$ cat src/rtl/i2s_tdm_transceiver_if.sv
// Bus between the I2S/TDM transceiver and its surroundings: codec pins plus the
// transmit valid/ready and receive valid-strobe handshakes.
interface i2s_tdm_transceiver_if #(
  parameter int CHANNELS = 2,
  parameter int D_WIDTH  = 24
);
  // Handshake: a tx frame is taken only at a frame wrap. If tx_valid is high,
  // tx_data is captured and tx_ready pulses for one mclk. Otherwise zeros are
  // sent and tx_underrun pulses. rx_valid pulses once per frame and rx_data
  // stays stable until the next pulse.
  logic                         sclk;
  logic                         ws;
  logic                         sd_tx;
  logic                         sd_rx;
  logic [CHANNELS*D_WIDTH-1:0]  tx_data;
  logic                         tx_valid;
  logic                         tx_ready;
  logic                         tx_underrun;
  logic [CHANNELS*D_WIDTH-1:0]  rx_data;
  logic                         rx_valid;

  modport master (
    output sclk, ws, sd_tx, tx_ready, tx_underrun, rx_data, rx_valid,
    input  sd_rx, tx_data, tx_valid
  );

  modport slave (
    input  sclk, ws, sd_tx, tx_ready, tx_underrun, rx_data, rx_valid,
    output sd_rx, tx_data, tx_valid
  );
endinterface

$ cat src/rtl/i2s_tdm_transceiver.sv
// I2S/TDM master transceiver: divides mclk into sclk/ws, serialises and
// deserialises CHANNELS words per frame. Define I2S_LOOPBACK_EN for the loopback port.
module i2s_tdm_transceiver #(
  parameter int MCLK_SCLK_RATIO = 4,
  parameter int SLOT_WIDTH      = 32,
  parameter int CHANNELS        = 2,
  parameter int D_WIDTH         = 24
) (
  input  logic mclk,
  input  logic reset_n,
`ifdef I2S_LOOPBACK_EN
  input  logic loopback,
`endif
  i2s_tdm_transceiver_if.master bus
);

  localparam int FRAME = CHANNELS * SLOT_WIDTH;
  localparam int FW    = CHANNELS * D_WIDTH;
  localparam int CW    = $clog2(MCLK_SCLK_RATIO);
  localparam int BW    = $clog2(FRAME);
  localparam int PW    = $clog2(SLOT_WIDTH);
  localparam int CHW   = $clog2(CHANNELS);
  localparam int IW    = (FW > 1) ? $clog2(FW) : 1;

  localparam logic [CW-1:0]  CNT_LAST  = CW'(MCLK_SCLK_RATIO - 1);
  localparam logic [CW-1:0]  CNT_RISE  = CW'(MCLK_SCLK_RATIO / 2 - 1);
  localparam logic [CW-1:0]  CNT_HALF  = CW'(MCLK_SCLK_RATIO / 2);
  localparam logic [BW-1:0]  BIT_LAST  = BW'(FRAME - 1);
  localparam logic [BW-1:0]  BIT_SLOT  = BW'(SLOT_WIDTH);
  localparam logic [PW-1:0]  POS_LAST  = PW'(SLOT_WIDTH - 1);
  localparam logic [PW-1:0]  POS_DLAST = PW'(D_WIDTH);
  localparam logic [CHW-1:0] SLOT_LAST = CHW'(CHANNELS - 1);

  logic [CW-1:0]  mclk_cnt_q, mclk_cnt_d;
  logic [BW-1:0]  bit_cnt_q, bit_cnt_d;
  logic [CHW-1:0] slot_q, slot_d;
  logic [PW-1:0]  pos_q, pos_d;
  logic           sclk_q, ws_q, sd_tx_q;
  logic           tx_ready_q, tx_underrun_q, rx_valid_q;
  logic [FW-1:0]  tx_frame_q, rx_asm_q, rx_data_q;

  logic           fall_edge, rise_edge, wrap;
  logic           ws_d, tx_bit_d, tx_is_data, rx_is_data, rx_in;
  logic [IW-1:0]  tx_idx, rx_idx;

`ifdef I2S_LOOPBACK_EN
  assign rx_in = loopback ? sd_tx_q : bus.sd_rx;
`else
  assign rx_in = bus.sd_rx;
`endif

  // slot_q/pos_q track bit_cnt_q as (slot, position-in-slot) so no divider is needed
  always_comb begin
    fall_edge  = (mclk_cnt_q == CNT_LAST);
    rise_edge  = (mclk_cnt_q == CNT_RISE);
    wrap       = fall_edge && (bit_cnt_q == BIT_LAST);
    mclk_cnt_d = fall_edge ? '0 : mclk_cnt_q + 1'b1;
    bit_cnt_d  = bit_cnt_q;
    slot_d     = slot_q;
    pos_d      = pos_q;
    if (fall_edge) begin
      bit_cnt_d = (bit_cnt_q == BIT_LAST) ? '0 : bit_cnt_q + 1'b1;
      if (pos_q == POS_LAST) begin
        pos_d  = '0;
        slot_d = (slot_q == SLOT_LAST) ? '0 : slot_q + 1'b1;
      end else begin
        pos_d  = pos_q + 1'b1;
      end
    end

    if (CHANNELS == 2) begin
      ws_d = (bit_cnt_d >= BIT_SLOT);
    end else begin
      ws_d = (bit_cnt_d == '0);
    end

    // One-bit delay: slot position 1 carries the MSB, position D_WIDTH the LSB
    tx_is_data = (pos_d != '0) && (pos_d <= POS_DLAST);
    tx_idx     = IW'(int'(slot_d) * D_WIDTH + D_WIDTH - int'(pos_d));
    tx_bit_d   = tx_is_data ? tx_frame_q[tx_idx] : 1'b0;

    rx_is_data = (pos_q != '0) && (pos_q <= POS_DLAST);
    rx_idx     = IW'(int'(slot_q) * D_WIDTH + D_WIDTH - int'(pos_q));
  end

  always_ff @(posedge mclk or negedge reset_n) begin
    if (!reset_n) begin
      mclk_cnt_q    <= '0;
      bit_cnt_q     <= '0;
      slot_q        <= '0;
      pos_q         <= '0;
      sclk_q        <= 1'b0;
      ws_q          <= 1'b0;
      sd_tx_q       <= 1'b0;
      tx_ready_q    <= 1'b0;
      tx_underrun_q <= 1'b0;
      rx_valid_q    <= 1'b0;
      tx_frame_q    <= '0;
      rx_asm_q      <= '0;
      rx_data_q     <= '0;
    end else begin
      mclk_cnt_q    <= mclk_cnt_d;
      bit_cnt_q     <= bit_cnt_d;
      slot_q        <= slot_d;
      pos_q         <= pos_d;
      sclk_q        <= (mclk_cnt_d >= CNT_HALF);
      ws_q          <= ws_d;
      if (fall_edge) begin
        sd_tx_q <= tx_bit_d;
      end
      tx_ready_q    <= wrap & bus.tx_valid;
      tx_underrun_q <= wrap & ~bus.tx_valid;
      rx_valid_q    <= wrap;
      // The frame captured here starts at bit 0, which is always padding
      if (wrap) begin
        tx_frame_q <= bus.tx_valid ? bus.tx_data : '0;
        rx_data_q  <= rx_asm_q;
      end
      if (rise_edge && rx_is_data) begin
        rx_asm_q[rx_idx] <= rx_in;
      end
    end
  end

  assign bus.sclk        = sclk_q;
  assign bus.ws          = ws_q;
  assign bus.sd_tx       = sd_tx_q;
  assign bus.tx_ready    = tx_ready_q;
  assign bus.tx_underrun = tx_underrun_q;
  assign bus.rx_data     = rx_data_q;
  assign bus.rx_valid    = rx_valid_q;

endmodule
$ cat src/flat_wrapper.sv
// flat-port wrapper written by rule: the top's interface ports become plain ports
module i2s_tdm_transceiver_flat 
#(
  parameter int MCLK_SCLK_RATIO = 4,
  parameter int SLOT_WIDTH      = 32,
  parameter int CHANNELS        = 2,
  parameter int D_WIDTH         = 24
)
  (mclk, reset_n, bus_sclk, bus_ws, bus_sd_tx, bus_tx_ready, bus_tx_underrun, bus_rx_data, bus_rx_valid, bus_sd_rx, bus_tx_data, bus_tx_valid);
  i2s_tdm_transceiver_if #(.CHANNELS(CHANNELS), .D_WIDTH(D_WIDTH)) bus_i ();
  input  logic mclk;
  input  logic reset_n;
  output wire logic [$bits(bus_i.sclk)-1:0] bus_sclk;
  output wire logic [$bits(bus_i.ws)-1:0] bus_ws;
  output wire logic [$bits(bus_i.sd_tx)-1:0] bus_sd_tx;
  output wire logic [$bits(bus_i.tx_ready)-1:0] bus_tx_ready;
  output wire logic [$bits(bus_i.tx_underrun)-1:0] bus_tx_underrun;
  output wire logic [$bits(bus_i.rx_data)-1:0] bus_rx_data;
  output wire logic [$bits(bus_i.rx_valid)-1:0] bus_rx_valid;
  input wire logic [$bits(bus_i.sd_rx)-1:0] bus_sd_rx;
  input wire logic [$bits(bus_i.tx_data)-1:0] bus_tx_data;
  input wire logic [$bits(bus_i.tx_valid)-1:0] bus_tx_valid;
  assign bus_sclk = bus_i.sclk;
  assign bus_ws = bus_i.ws;
  assign bus_sd_tx = bus_i.sd_tx;
  assign bus_tx_ready = bus_i.tx_ready;
  assign bus_tx_underrun = bus_i.tx_underrun;
  assign bus_rx_data = bus_i.rx_data;
  assign bus_rx_valid = bus_i.rx_valid;
  assign bus_i.sd_rx = bus_sd_rx;
  assign bus_i.tx_data = bus_tx_data;
  assign bus_i.tx_valid = bus_tx_valid;
  i2s_tdm_transceiver #(.MCLK_SCLK_RATIO(MCLK_SCLK_RATIO), .SLOT_WIDTH(SLOT_WIDTH), .CHANNELS(CHANNELS), .D_WIDTH(D_WIDTH)) u_core (.mclk(mclk), .reset_n(reset_n), .bus(bus_i));
endmodule
$ cat config.mk
export PLATFORM = sky130hd
export DESIGN_NAME = i2s_tdm_transceiver_flat
export DESIGN_NICKNAME = d
export VERILOG_FILES = /design/src/rtl/i2s_tdm_transceiver_if.sv /design/src/rtl/i2s_tdm_transceiver.sv /design/src/flat_wrapper.sv
export SDC_FILE = /design/constraint.sdc
export NUM_CORES = 1
export LEC_CHECK = 0
export CAP_MARGIN = 20
export CORE_MARGIN = 1.5
export CORE_UTILIZATION = 35
export DETAILED_ROUTE_END_ITERATION = 10
export GPL_TIMING_DRIVEN = 0
export SLEW_MARGIN = 20
export SYNTH_ARGS = -nofsm -noshare
export SYNTH_HDL_FRONTEND = slang
export SYNTH_SLANG_ARGS = --single-unit
$ cat constraint.sdc
create_clock -name mclk -period 4.84 [get_ports mclk]
set_input_delay 0.726 -clock mclk [delete_from_list [all_inputs] [get_ports mclk]]
set_output_delay 0.726 -clock mclk [all_outputs]
set_load 0.1 [all_outputs]
### Word-level counts from Yosys, hierarchy flattened

Index checks and enable logic that the tools add are counted.
Widths: inputs -> output; s select.

* register bits: 164
* latch bits: 0
* RAM bits: 0
* ROM bits: 0
* input port bits: 52
* output and inout bits: 54
* memories: 0

* add/subtract/negate cells: 8
* multipliers: 2
* divide/modulo/power cells: 0
* magnitude comparators: 7
* equal/unequal tests: 4
* shift operators: 0
* mux-type cells: 15
* bitwise operators: 3
* reduce and logical (&&, ||, !) cells: 7

Operators by type and width (number)
* $bwmux 48: 1
* $mux 48: 1
* $lt 6x7->1 const B: 2
* $add 6x6->6 const B: 2
* $mux 6: 2
* $sub 6x6->6: 2
* $le 5x5->1 const B: 2
* $mux 5: 2
* $reduce_bool 5->1: 2
* $add 6x1->6 const B: 1
* $bmux 1 s6: 1
* $demux 1 s6: 1
* $eq 6x6->1 const B: 1
* $ge 6x1->1 const B: 1
* $ge 6x6->1 const B: 1
* $mul 1x2->3 const B: 2
* $mux 1: 6
* $add 5x1->5 const B: 1
* $eq 5x5->1 const B: 1
* $logic_and 1x1->1: 5
* $add 2x1->2 const B: 1
* $and 1x1->1: 2
* $eq 2x1->1 const B: 1
* $eq 2x2->1 const B: 1
* other kinds (4): 4

### Logic depth before layout (Yosys ltp)

Gate-level depths: netlist of the first run.

* word-level depth: 10
* depth in mapped cells: 15
* mapped depth without buffers: 15

### Least setup slack after synthesis of the first run

Ideal clock, no wire load.

* kind: reg2reg
* start: register u_core.mclk_cnt_q[1]
* end: register u_core.sd_tx_q, in the netlist u_core.bus.sd_tx
* arrival: 3725 ps
* setup slack: 981 ps
* cell stages (with the launch flop): 14
* path buffers: 1
* path through: dfrtp_1 > ha_1 > buf_2 > or3b_1 > nand2_4 > inv_1 > ha_1 > ha_1 > xnor2_1 > a21o_1 > and2_0 > mux4_2 > a41oi_1 > o211ai_1

* cells in the longest elaborated chain, start to end: 8
* elaborated cells between the ends (all ways): 12
* those cells by class: add/sub: 2; mul: 1; order compare: 1; eq/ne: 1; mux: 5; reduce/logical: 2

Ends and longest elaborated chain
* start: declaration: line i2s_tdm_transceiver.sv:34 `logic [CW-1:0] mclk_cnt_q, mclk_cnt_d;`
* start signal: assignment: line i2s_tdm_transceiver.sv:102 `mclk_cnt_q <= mclk_cnt_d;`
* $eq 2x2->1 (*): line i2s_tdm_transceiver.sv:54 `fall_edge = (mclk_cnt_q == CNT_LAST);`
* $mux 1: line i2s_tdm_transceiver.sv:61 `if (fall_edge) begin`
* $mul 1x2->3: line i2s_tdm_transceiver.sv:79 `tx_idx = IW'(int'(slot_d) * D_WIDTH + D_WIDTH - int'(pos_d));`
* $add 6x6->6: line i2s_tdm_transceiver.sv:79
* $sub 6x6->6: line i2s_tdm_transceiver.sv:79
* $bmux 1 s6: line i2s_tdm_transceiver.sv:80 `tx_bit_d = tx_is_data ? tx_frame_q[tx_idx] : 1'b0;`
* $mux 1 (not written as such): line i2s_tdm_transceiver.sv:80
* $mux 1: line i2s_tdm_transceiver.sv:80
* end signal: assignment: line i2s_tdm_transceiver.sv:109 `sd_tx_q <= tx_bit_d;`
* end: declaration: line i2s_tdm_transceiver.sv:38 `logic sclk_q, ws_q, sd_tx_q;`

Mark *: on every way between the ends. The rest lies on a longest branch, timed or not. The select of a mux whose other input is x is not followed.
A chain may end at the register's enable or synchronous reset.

### Worst setup path in the final report of the first run

* start: register u_core.pos_q[0]
* end: register u_core.sd_tx_q, in the netlist u_core.bus.sd_tx

* cells in the longest elaborated chain, start to end: 9
* elaborated cells between the ends (all ways): 15
* those cells by class: add/sub: 3; mul: 1; order compare: 1; eq/ne: 1; mux: 7; reduce/logical: 2

Ends and longest elaborated chain
* start: declaration: line i2s_tdm_transceiver.sv:37 `logic [PW-1:0] pos_q, pos_d;`
* start signal: assignment: line i2s_tdm_transceiver.sv:105 `pos_q <= pos_d;`
* $eq 5x5->1: line i2s_tdm_transceiver.sv:63 `if (pos_q == POS_LAST) begin`
* $mux 1: line i2s_tdm_transceiver.sv:63
* $mux 1: line i2s_tdm_transceiver.sv:61
* $mul 1x2->3: line i2s_tdm_transceiver.sv:79
* $add 6x6->6: line i2s_tdm_transceiver.sv:79
* $sub 6x6->6: line i2s_tdm_transceiver.sv:79
* $bmux 1 s6: line i2s_tdm_transceiver.sv:80
* $mux 1 (not written as such): line i2s_tdm_transceiver.sv:80
* $mux 1 (*): line i2s_tdm_transceiver.sv:80

Marks and branches as above.

==> metrics.txt, run 1 <==
via count=5625; Slowest Stage Delay on Critical Path=470 ps; drt total wl=17500 um; Total Negative Setup Slacks=0 ps; grt met1 use=25.0%; clk_lat worst skew=430 ps; EDFF count, synth=0; Cells after DPL=approximately 1200; Antenna Nets Post-Route=0; top cell type's share of synthesized area=54.5%; Critical Path Most Common Cell=ha_1; Ports=between 100 and 150; Port Buffer Count=103; Routability Congestion=approximately 0.82; combinational power share=3.3%; syn_area_per_cell=roughly 9.6 um2; final setup skew=10.0 ps; Seq/Total Area, Yosys=between 50% and 60%; synth warn=0; drt drc=0; Cell variety after synth=between 50 and 60; # clock sinks=162; Die W=149 um; Final setup viols=0; area grow syn2layout=27.5%; Post-Syn Nets=about 840; top_reg_cell synth=dfrtp_1; Worst-path clk slew=70 ps; Worst EP required=5130 ps; GR Layer Usage met3=3.62%; layout cells sized above 1=between 10% and 20%; CTS tree=built; worst slew pin tran=1000 ps; part of the power in registers=a little under half; crit path max fanout=10; vias in the first global route=5629; wire per inst=14.7 um; # rows=53; min cycle time layout=4070 ps; cell taking the most area after synthesis=dfrtp_1; WHS=about 230 ps; cell-internal power=0.00231 W; Pins Over Slew Limit=0; CP Launch Type=flip-flop; Hold Buf Count CTS=0; maxcap violations=0; Net Sw Frac=21.6%; Setup crit end kind=flip-flop; DRT iter0 DRCs=273; crit path DAT=4370 ps; switching power total=0.000634 W; outcome=complete, no violations; total core area=21000 um2; CP bufs+invs=2; Initial DRT Pass Iterations=4; H-tree levels=4; CTS Buffer Depth=2; leakage power=4.31 nW; Mapped Area=7430 um2; Total Routing Usage GR=17.0%; CTS buffer count=17; CP Class=flip-flop to flip-flop; largest cells by area after synthesis=dfrtp_1 55%, nand2_1 14%, mux2_2 6.8%; CP delay by family, top=adder cells; n_diodes=0; nets@finish=964; unrepaired setup endpoints after global routing=false; total gr overflow=0; Root Buffer=clkbuf_16; cts repair resizes=0; FMAX=245 MHz; Hold Vio Cnt, Final=0; Max-slew headroom=33.2%; PwrDens=roughly 310 nW/um2; Synth Register Bits=about 160; hold crit path type=input pin to asynchronous set/reset pin; largest net degree at the start of global routing=slightly below 100; Final period util=between 80% and 90%; dpl hpwl=12600 um; Syn Inst Count=776; busiest layer in global routing=met2; vias per cell=4.74; DIE AREA=22100 um2; CP cell instances=ha_1 > and3_1 > ha_1 > or3b_1 > nand2_4 > inv_1 > ha_1 > clkbuf_1 > mux4_2 > mux4_2 > a41oi_1 > o211ai_1; asr flop ratio synth=100%; Worst IR Drop VDD=0.204 mV; Post-CTS Setup Inserts=0; Die H=149 um; met2 Use GR=25.5%; antenna violations before repair=0; clock share of power=50.0%; Initial Util=35.5%; slowest cell on the critical path=mux4_2; Cell Count, Final, Fillers Out=approximately 1200; global-route wire length before repair=29300 um; total power=between 0.002 and 0.003 W
## cell families after synthesis
kind of cell | Yosys count | share of synthesized area (%)
and+or+nand+nor | 437 | 25.2
DFF | 162 | 54.5
muxes | 60 | 10.2
buffers and inverters | 57 | 3.11
AOI/OAI and AO/OA | 36 | 3.43
adders and majority gates | 13 | 2.19
xor gates and xnor gates | 11 | 1.30
## power by group through the flow
stage                     clock, W  sequential [W]  combinational [W]
after floorplan                  0         0.00140          0.0000214
after global placement           0         0.00140          0.0000967
after detailed placement         0         0.00140           0.000100
after CTS                  0.00150         0.00137           0.000100
after global routing       0.00156         0.00137           0.000109
final                      0.00147         0.00137          0.0000979
## cells in the final DEF, fill, tap and decap left out, drive strengths merged, types with 2 or more instances in the layout
master         synthesis  routed
and2                   2       2
a311oi                 2       2
clkinvlp               0       2
o21ai                 12      12
ha                    13      13
mux2                  45      45
dfrtp                162     162
nor2                  42      42
or2                    7       7
xnor2                  8       8
nor3                   5       5
nand2                282     282
clkdlybuf4s50          0     102
xor2                   3       3
o21bai                 2       2
nand2b                 7       7
nand4                  6       6
a211oi                 3       3
bufinv                 0       4
inv                   17      22
and3b                  2       2
mux4                   8       8
or3                    3       3
mux2i                  7       7
nor2b                  6       6
o311ai                 2       2
buf                   14      16
nand3                 61      61
clkbuf                26      46
and3                   7       7
## sequential cells by signal, indices dropped and copies added, names as in the netlist, named ones only
| name | flops |
|---|---|
| u_core.bus.rx_data | 48 |
| u_core.rx_asm_q | 48 |
| u_core.tx_frame_q | 48 |
| u_core.pos_q | 5 |
| u_core.mclk_cnt_q | 2 |
| u_core.bus.rx_valid | 1 |
| u_core.bus.sd_tx | 1 |
| u_core.bus.tx_ready | 1 |
| u_core.bus.tx_underrun | 1 |
| u_core.slot_q | 1 |
## per-stage QoR
stage / utilization [%] / area [um2] / setup slack [ps]
2_1_floorplan: - / 7430 / 981
3_3_place_gp: 42.0 / 8810 / -3740
3_5_place_dp: 42.2 / 8840 / 753
4_1_cts: 45.2 / 9480 / 745
5_1_grt: 45.2 / 9480 / 492
6_report: 45.2 / 9480 / 766
## Yosys cell counts, types with 8 or more instances
cell	number
buf_2	11
xnor2_1	8
ha_1	13
dfrtp_1	162
nand3_1	61
nand2_1	281
o21ai_0	12
clkbuf_1	26
mux2_2	45
mux4_2	8
nor2_1	42
inv_1	17
## final cells by class
class	count	area, um2
sequential	162	4050
clock inverter	12	193
tap	275	344
clock buffer	20	447
buffer	40	168
timing repair buffer	104	1060
multi-input combinational	557	3150
inverter	17	63.8
fill	2093	11500
## worst paths after layout
kind | startpoint | cells after the start | slack, ps | to
max reg2reg | u_core.pos_q[0] | 12 | 770 | u_core.bus.sd_tx
min | reset_n | 1 | 230 | u_core.bus.rx_data[27]
min in group mclk | u_core.mclk_cnt_q[0] | 1 | 460 | u_core.mclk_cnt_q[0]
max | u_core.pos_q[0] | 12 | 770 | u_core.bus.sd_tx
min reg2reg | u_core.mclk_cnt_q[0] | 1 | 460 | u_core.mclk_cnt_q[0]
max in group asynchronous | reset_n | 2 | 3770 | u_core.bus.sd_tx
## layer usage
metal	up-vias	wire (um)
met4	0	180
met2	98	7760
met1	2698	8870
met5	-	0
met3	17	670
li1	2812	-
## worst register-to-register path, cell delays in order, from the launching register on
cell and delay [ps]:
dfrtp_1 450, ha_1 260, and3_1 190, ha_1 260
or3b_1 450, nand2_4 200, inv_1 120, ha_1 420
clkbuf_1 450, mux4_2 370, mux4_2 470, a41oi_1 190
o211ai_1 110
No activity file was read; power rests on OpenSTA's default activity.
==> inputs of run 2 (changes only) <==
- clock period: 4.84 -> 4.1 ns (I/O delays scaled with it)
==> run 2 against run 1 <==
Fmax is 8.9% higher. Clock power is 18% higher. Cell area is 0.18% higher. Sequential power is 18% higher. Power is 18% higher. Global-route usage stayed put. Non-clock buffer count is 2 higher. Via count hardly changed. Wire length hardly changed. Highest routed layer unchanged.
==> metrics.txt, run 2 (synthesized netlist as in run 1, its figures left out) <==
total core area=21000 um2 (unchanged); CTS Buffer Depth=2 (unchanged); Root Buffer=clkbuf_16; worst slew pin tran=1000 ps (+0.768 ps); hold crit path type=input pin to asynchronous set/reset pin; Max-slew headroom=33.1% (-0.051 points); Worst IR Drop VDD=0.241 mV (+18%); layout cells sized above 1=12.0% (+0.41 points); final core occ=45.3% (+0.083 points); Initial Util=35.5% (unchanged); Final setup viols=0 (unchanged); Die W=149 um (unchanged); Routability Congestion=0.821 (unchanged); drt drc=0 (unchanged); Hold Vio Cnt, Final=0 (unchanged); min cycle time layout=3740 ps (-331 ps); Cells after DPL=1155 (unchanged); maxcap violations=0 (unchanged); global-route wire length before repair=29300 um (unchanged); WL met1=8950 um (+0.92%); drt total wl=17500 um (about the same); Initial DRT Pass Iterations=4 (unchanged); antenna violations before repair=0 (unchanged); # rows=53 (unchanged); Hold Buf Count CTS=0 (unchanged); DRT iter0 DRCs=302 (+11%); met2 wire length=7730 um (-0.40%); total gr overflow=0 (unchanged); unrepaired setup endpoints after global routing=false; Final period util=91.3% (+7.1 points); CTS buffer count=17 (unchanged); CP Class=flip-flop to flip-flop; Port Buffer Count=103 (unchanged); area grow syn2layout=27.8%; Worst EP required=4400 ps (-730 ps); clk_lat worst skew=430 ps (about the same); Die H=149 um (unchanged); H-tree levels=4 (unchanged); FMAX=267 MHz (+8.9%); crit path DAT=4040 ps (-330 ps); vias per cell=4.73 (-0.20%); Cell Count, Final, Fillers Out=1189 (+0.17%); routed length on met3=617 um (-7.9%); Worst-path clk slew=70 ps (about the same); total power=0.00347 W (+18%); worst reg2reg path depth=12 (unchanged); # clock sinks=162 (unchanged); crit path max fanout=10 (unchanged); nets@finish=966 (+0.21%); most frequent cells in the layout=281 x nand2_1, 162 x dfrtp_1, 102 x clkdlybuf4s50_1, 61 x nand3_1, 45 x mux2_2; leakage power=4.32 nW (+0.38%); largest net degree at the start of global routing=99 (unchanged); commonest non-fill, non-tap cell in the layout=nand2_1; outcome=complete, no violations; dpl hpwl=12600 um (unchanged); Ports=106 (unchanged); Setup crit end kind=flip-flop; Pins Over Slew Limit=0 (unchanged); n_diodes=0 (unchanged); Total Routing Usage GR=17.0% (unchanged); CP Launch Type=flip-flop; highest metal used=met4; CTS tree=built; vias in the first global route=5629 (unchanged); wire per inst=14.7 um (-0.16%); Antenna Nets Post-Route=0 (unchanged); DIE AREA=22100 um2 (unchanged); via count=5623 (-0.036%); final setup skew=9.92 ps (-0.103 ps); PwrDens=365 nW/um2 (+18%)
run 2: layout make-up:
type	instances	area (um2)
Timing Repair Buffer	106	1080
Inverter	17	63.8
Buffer	40	169
Clock inverter	12	193
Clock buffer	20	447
Tap cell	275	344
Multi-Input combinational cell	557	3150
Fill cell	2095	11500
Sequential cell	162	4050
run 2: worst paths after layout:
path | startpoint | endpoint | slack, ps
min in group mclk | u_core.mclk_cnt_q[0] | u_core.mclk_cnt_q[0] | 460
hold / removal | reset_n | u_core.bus.rx_data[27] | 110
setup / recovery | u_core.pos_q[0] | u_core.bus.sd_tx | 360
max in group asynchronous | reset_n | u_core.tx_frame_q[10] | 3130
setup reg to reg | u_core.pos_q[0] | u_core.bus.sd_tx | 360
hold reg to reg | u_core.mclk_cnt_q[0] | u_core.mclk_cnt_q[0] | 460
run 2: metal layers:
layer	up-vias	track usage, %
met1	2686	25.0
met4	0	4.60
met2	100	25.5
met5	-	0
li1	2818	-
met3	19	3.62
run 2: worst max-delay path, stage by stage, from the launching register on:
cell	delay [ps]
dfrtp_1	450
ha_1	270
and3_1	190
ha_1	260
or3b_1	450
nand2_4	100
inv_1	70
ha_1	410
clkbuf_2	310
mux4_2	330
mux4_2	470
a41oi_1	200
o211ai_1	110
run 2: per-stage QoR:
stage               hold WS [ps]  setup slack [ps]  setup TNS [ps]  cell area, um2
CTS                          133              5.30               0            9480
finish                       111               357               0            9500
global route                 146               121               0            9500
floorplan                    319               241               0            7430
detailed placement           447              13.0               0            8840
global placement             440             -4370         -705110            8810
run 2: timing repair:
item | CTS | global route
gates resized for setup | 0 | 4
setup endpoints to repair | 0 | 1
buffers inserted | 0 | 2
run 2: power breakdown:
part | internal (W) | switching (W) | leakage, nW | total (W)
clock network | 0.00105 | 0.000683 | 0.306 | 0.00173
logic | 0.0000577 | 0.0000579 | 2.13 | 0.000116
registers | 0.00161 | 0.00000755 | 1.89 | 0.00162
total | 0.00272 | 0.000748 | 4.32 | 0.00347
==> inputs of run 3 (changes only) <==
- CORE_UTILIZATION: 35 -> 55
- PLACE_DENSITY: default -> 0.8
==> run 3 against run 2 <==
Power fell by 3.4%. Critical endpoint unchanged. Die area fell by 36%. Flip-flop and latch count did not move. Clock skew barely moved. Combinational power barely moved. Largest cell class unchanged. Final cell count fell by 8.2%.
==> metrics.txt, run 3 (synthesized netlist as in run 1, its figures left out) <==
outcome=complete, no violations; CTS tree=built; total power=0.00335 W (-3.4%); Port Buffer Count=103 (unchanged); Initial Util=56.3% (+21 points); leakage power=4.32 nW (about the same); Post-Place Cell Area=8720 um2 (-1.4%); Final period util=92.5% (+1.2 points); Critical Path Most Common Cell=ha_1; area grow syn2layout=25.8%; DIE AREA=14200 um2 (-36%); Worst IR Drop VDD=0.274 mV (+14%); Pins Over Slew Limit=0 (unchanged); Slowest Stage Delay on Critical Path=500 ps (+30 ps); Initial DRT Pass Iterations=5 (+1); n_diodes=0 (unchanged); unrepaired setup endpoints after global routing=false; drt total wl=16900 um (-3.4%); worst slew pin tran=1030 ps (+25.4 ps); Worst-path clk slew=60 ps (about the same); Die W=119 um (-20%); total core area=13200 um2 (-37%); CP Class=flip-flop to flip-flop; CTS buffer count=17 (unchanged); Max-slew headroom=31.2% (-1.9 points); post-route cell area=9350 um2 (-1.6%); layout cells sized above 1=12.1% (+0.096 points); Cells after DPL=1056 (-8.6%); total gr overflow=0 (unchanged); H-tree levels=4 (unchanged); Hold Buf Count CTS=0 (unchanged); min cycle time layout=3790 ps (+48.1 ps); maxcap violations=0 (unchanged); Ports=106 (unchanged); Hold Vio Cnt, Final=0 (unchanged); clk_lat worst skew=430 ps (about the same); vias in the first global route=5701 (+1.3%); vias per cell=5.39 (+14%); most frequent cells in the layout=281 x nand2_1, 162 x dfrtp_1, 102 x clkdlybuf4s50_1, 61 x nand3_1, 45 x mux2_2; Root Buffer=clkbuf_16; crit path max fanout=7 (-3); Routability Congestion=0.855 (+4.1%); commonest non-fill, non-tap cell in the layout=nand2_1; Die H=119 um (-20%); wire per inst=15.5 um (+5.2%); WHS=185 ps (+74.1 ps); largest net degree at the start of global routing=84 (-15%); antenna violations before repair=0 (unchanged); FMAX=264 MHz (-1.3%); CTS Buffer Depth=2 (unchanged); Cell Count, Final, Fillers Out=1091 (-8.2%); drt drc=0 (unchanged); Worst EP required=4400 ps (about the same); DRT iter0 DRCs=407 (+35%); via count=5884 (+4.6%); Antenna Nets Post-Route=0 (unchanged); crit path DAT=4090 ps (+50 ps); global-route wire length before repair=28100 um (-4.2%); Total Negative Setup Slacks=0 ps (unchanged); CP cell instances=ha_1 > and3_1 > ha_1 > or3b_1 > nand2_4 > inv_1 > ha_1 > ha_1 > xnor2_1 > a21o_1 > and2_2 > mux4_2 > a41oi_1 > o211ai_1; slowest cell on the critical path=mux4_2; PwrDens=359 nW/um2 (-1.9%); Setup crit end kind=flip-flop; # rows=42 (-21%); Total Routing Usage GR=25.4% (+8.4 points); hold crit path type=input pin to asynchronous set/reset pin; nets@finish=967 (+0.10%); # clock sinks=162 (unchanged); Final setup viols=0 (unchanged); final setup skew=9.80 ps (-0.123 ps); dpl hpwl=12000 um (-4.7%); CP Launch Type=flip-flop
-- run 3: changes by cell type in the layout (fill, tap and decap cells not counted) --
cell        previous run  this run
inv_8                  2         0
clkinvlp_4             2         1
inv_6                  3         0
clkbuf_2               1         0
bufinv_16              4         3
clkinv_2               0         5
buf_4                  3         5
clkbuf_8               1         3
-- run 3: routing by layer --
metal	track usage [%]	part of all wire, %	vias up	wire, um
met2	39.2	47	201	7940
met4	9.86	1.7	0	293
li1	-	-	2837	-
met5	0	0	-	0
met1	36.0	45	2820	7650
met3	4.60	5.9	26	990
-- run 3: area by class of cell --
class | count | area (um2)
inverter | 17 | 63.8
sequential | 162 | 4050
timing repair buffer | 108 | 1090
fill | 967 | 3840
multi-input combinational | 557 | 3150
clock buffer | 22 | 474
tap | 176 | 220
clock inverter | 10 | 131
buffer | 39 | 164
-- run 3: path summary, 6_finish.rpt --
check                                   start                         end  slack, ps  depth (start not counted)
min in group mclk          u_core.rx_asm_q[1]       u_core.bus.rx_data[1]        460                          2
max in group asynchronous             reset_n      u_core.bus.rx_data[11]       3120                          2
hold / removal                        reset_n  asynchronous set/reset pin        190                          1
setup / recovery              u_core.pos_q[0]            u_core.bus.sd_tx        310                         14
hold reg to reg            u_core.rx_asm_q[1]       u_core.bus.rx_data[1]        460                          2
setup reg to reg              u_core.pos_q[0]            u_core.bus.sd_tx        310                         14
-- run 3: stage by stage --
| stage | worst slack (ps) | util (%) |
|---|---|---|
| after floorplan | 241 | - |
| after global placement | -4070 | 65.8 |
| after detailed placement | -3.97 | 66.1 |
| after CTS | 57.9 | 70.6 |
| after global routing | 38.4 | 70.9 |
| final | 309 | 70.9 |
-- run 3: critical path, delay by kind of cell (launching register included) --
kind                       cells  cell delay (ps)
AOI/OAI and AO/OA              3              480
xor gates and xnor gates       1              200
adders and majority gates      4              990
buffers and inverters          1               70
DFF                            1              450
muxes                          1              500
and+or+nand+nor                4              970
-- run 3: what timing repair did --
item                       CTS  global route
pin swaps                    0             1
gates resized for setup      0             2
setup endpoints to repair    1             1
setup buffers                0             4
-- run 3: report_power, final --
group | internal [W] | total, W | switching (W)
Combinational | 0.0000576 | 0.000113 | 0.0000558
Sequential | 0.00161 | 0.00162 | 0.00000766
Clock | 0.00100 | 0.00162 | 0.000617
Total | 0.00267 | 0.00335 | 0.000680
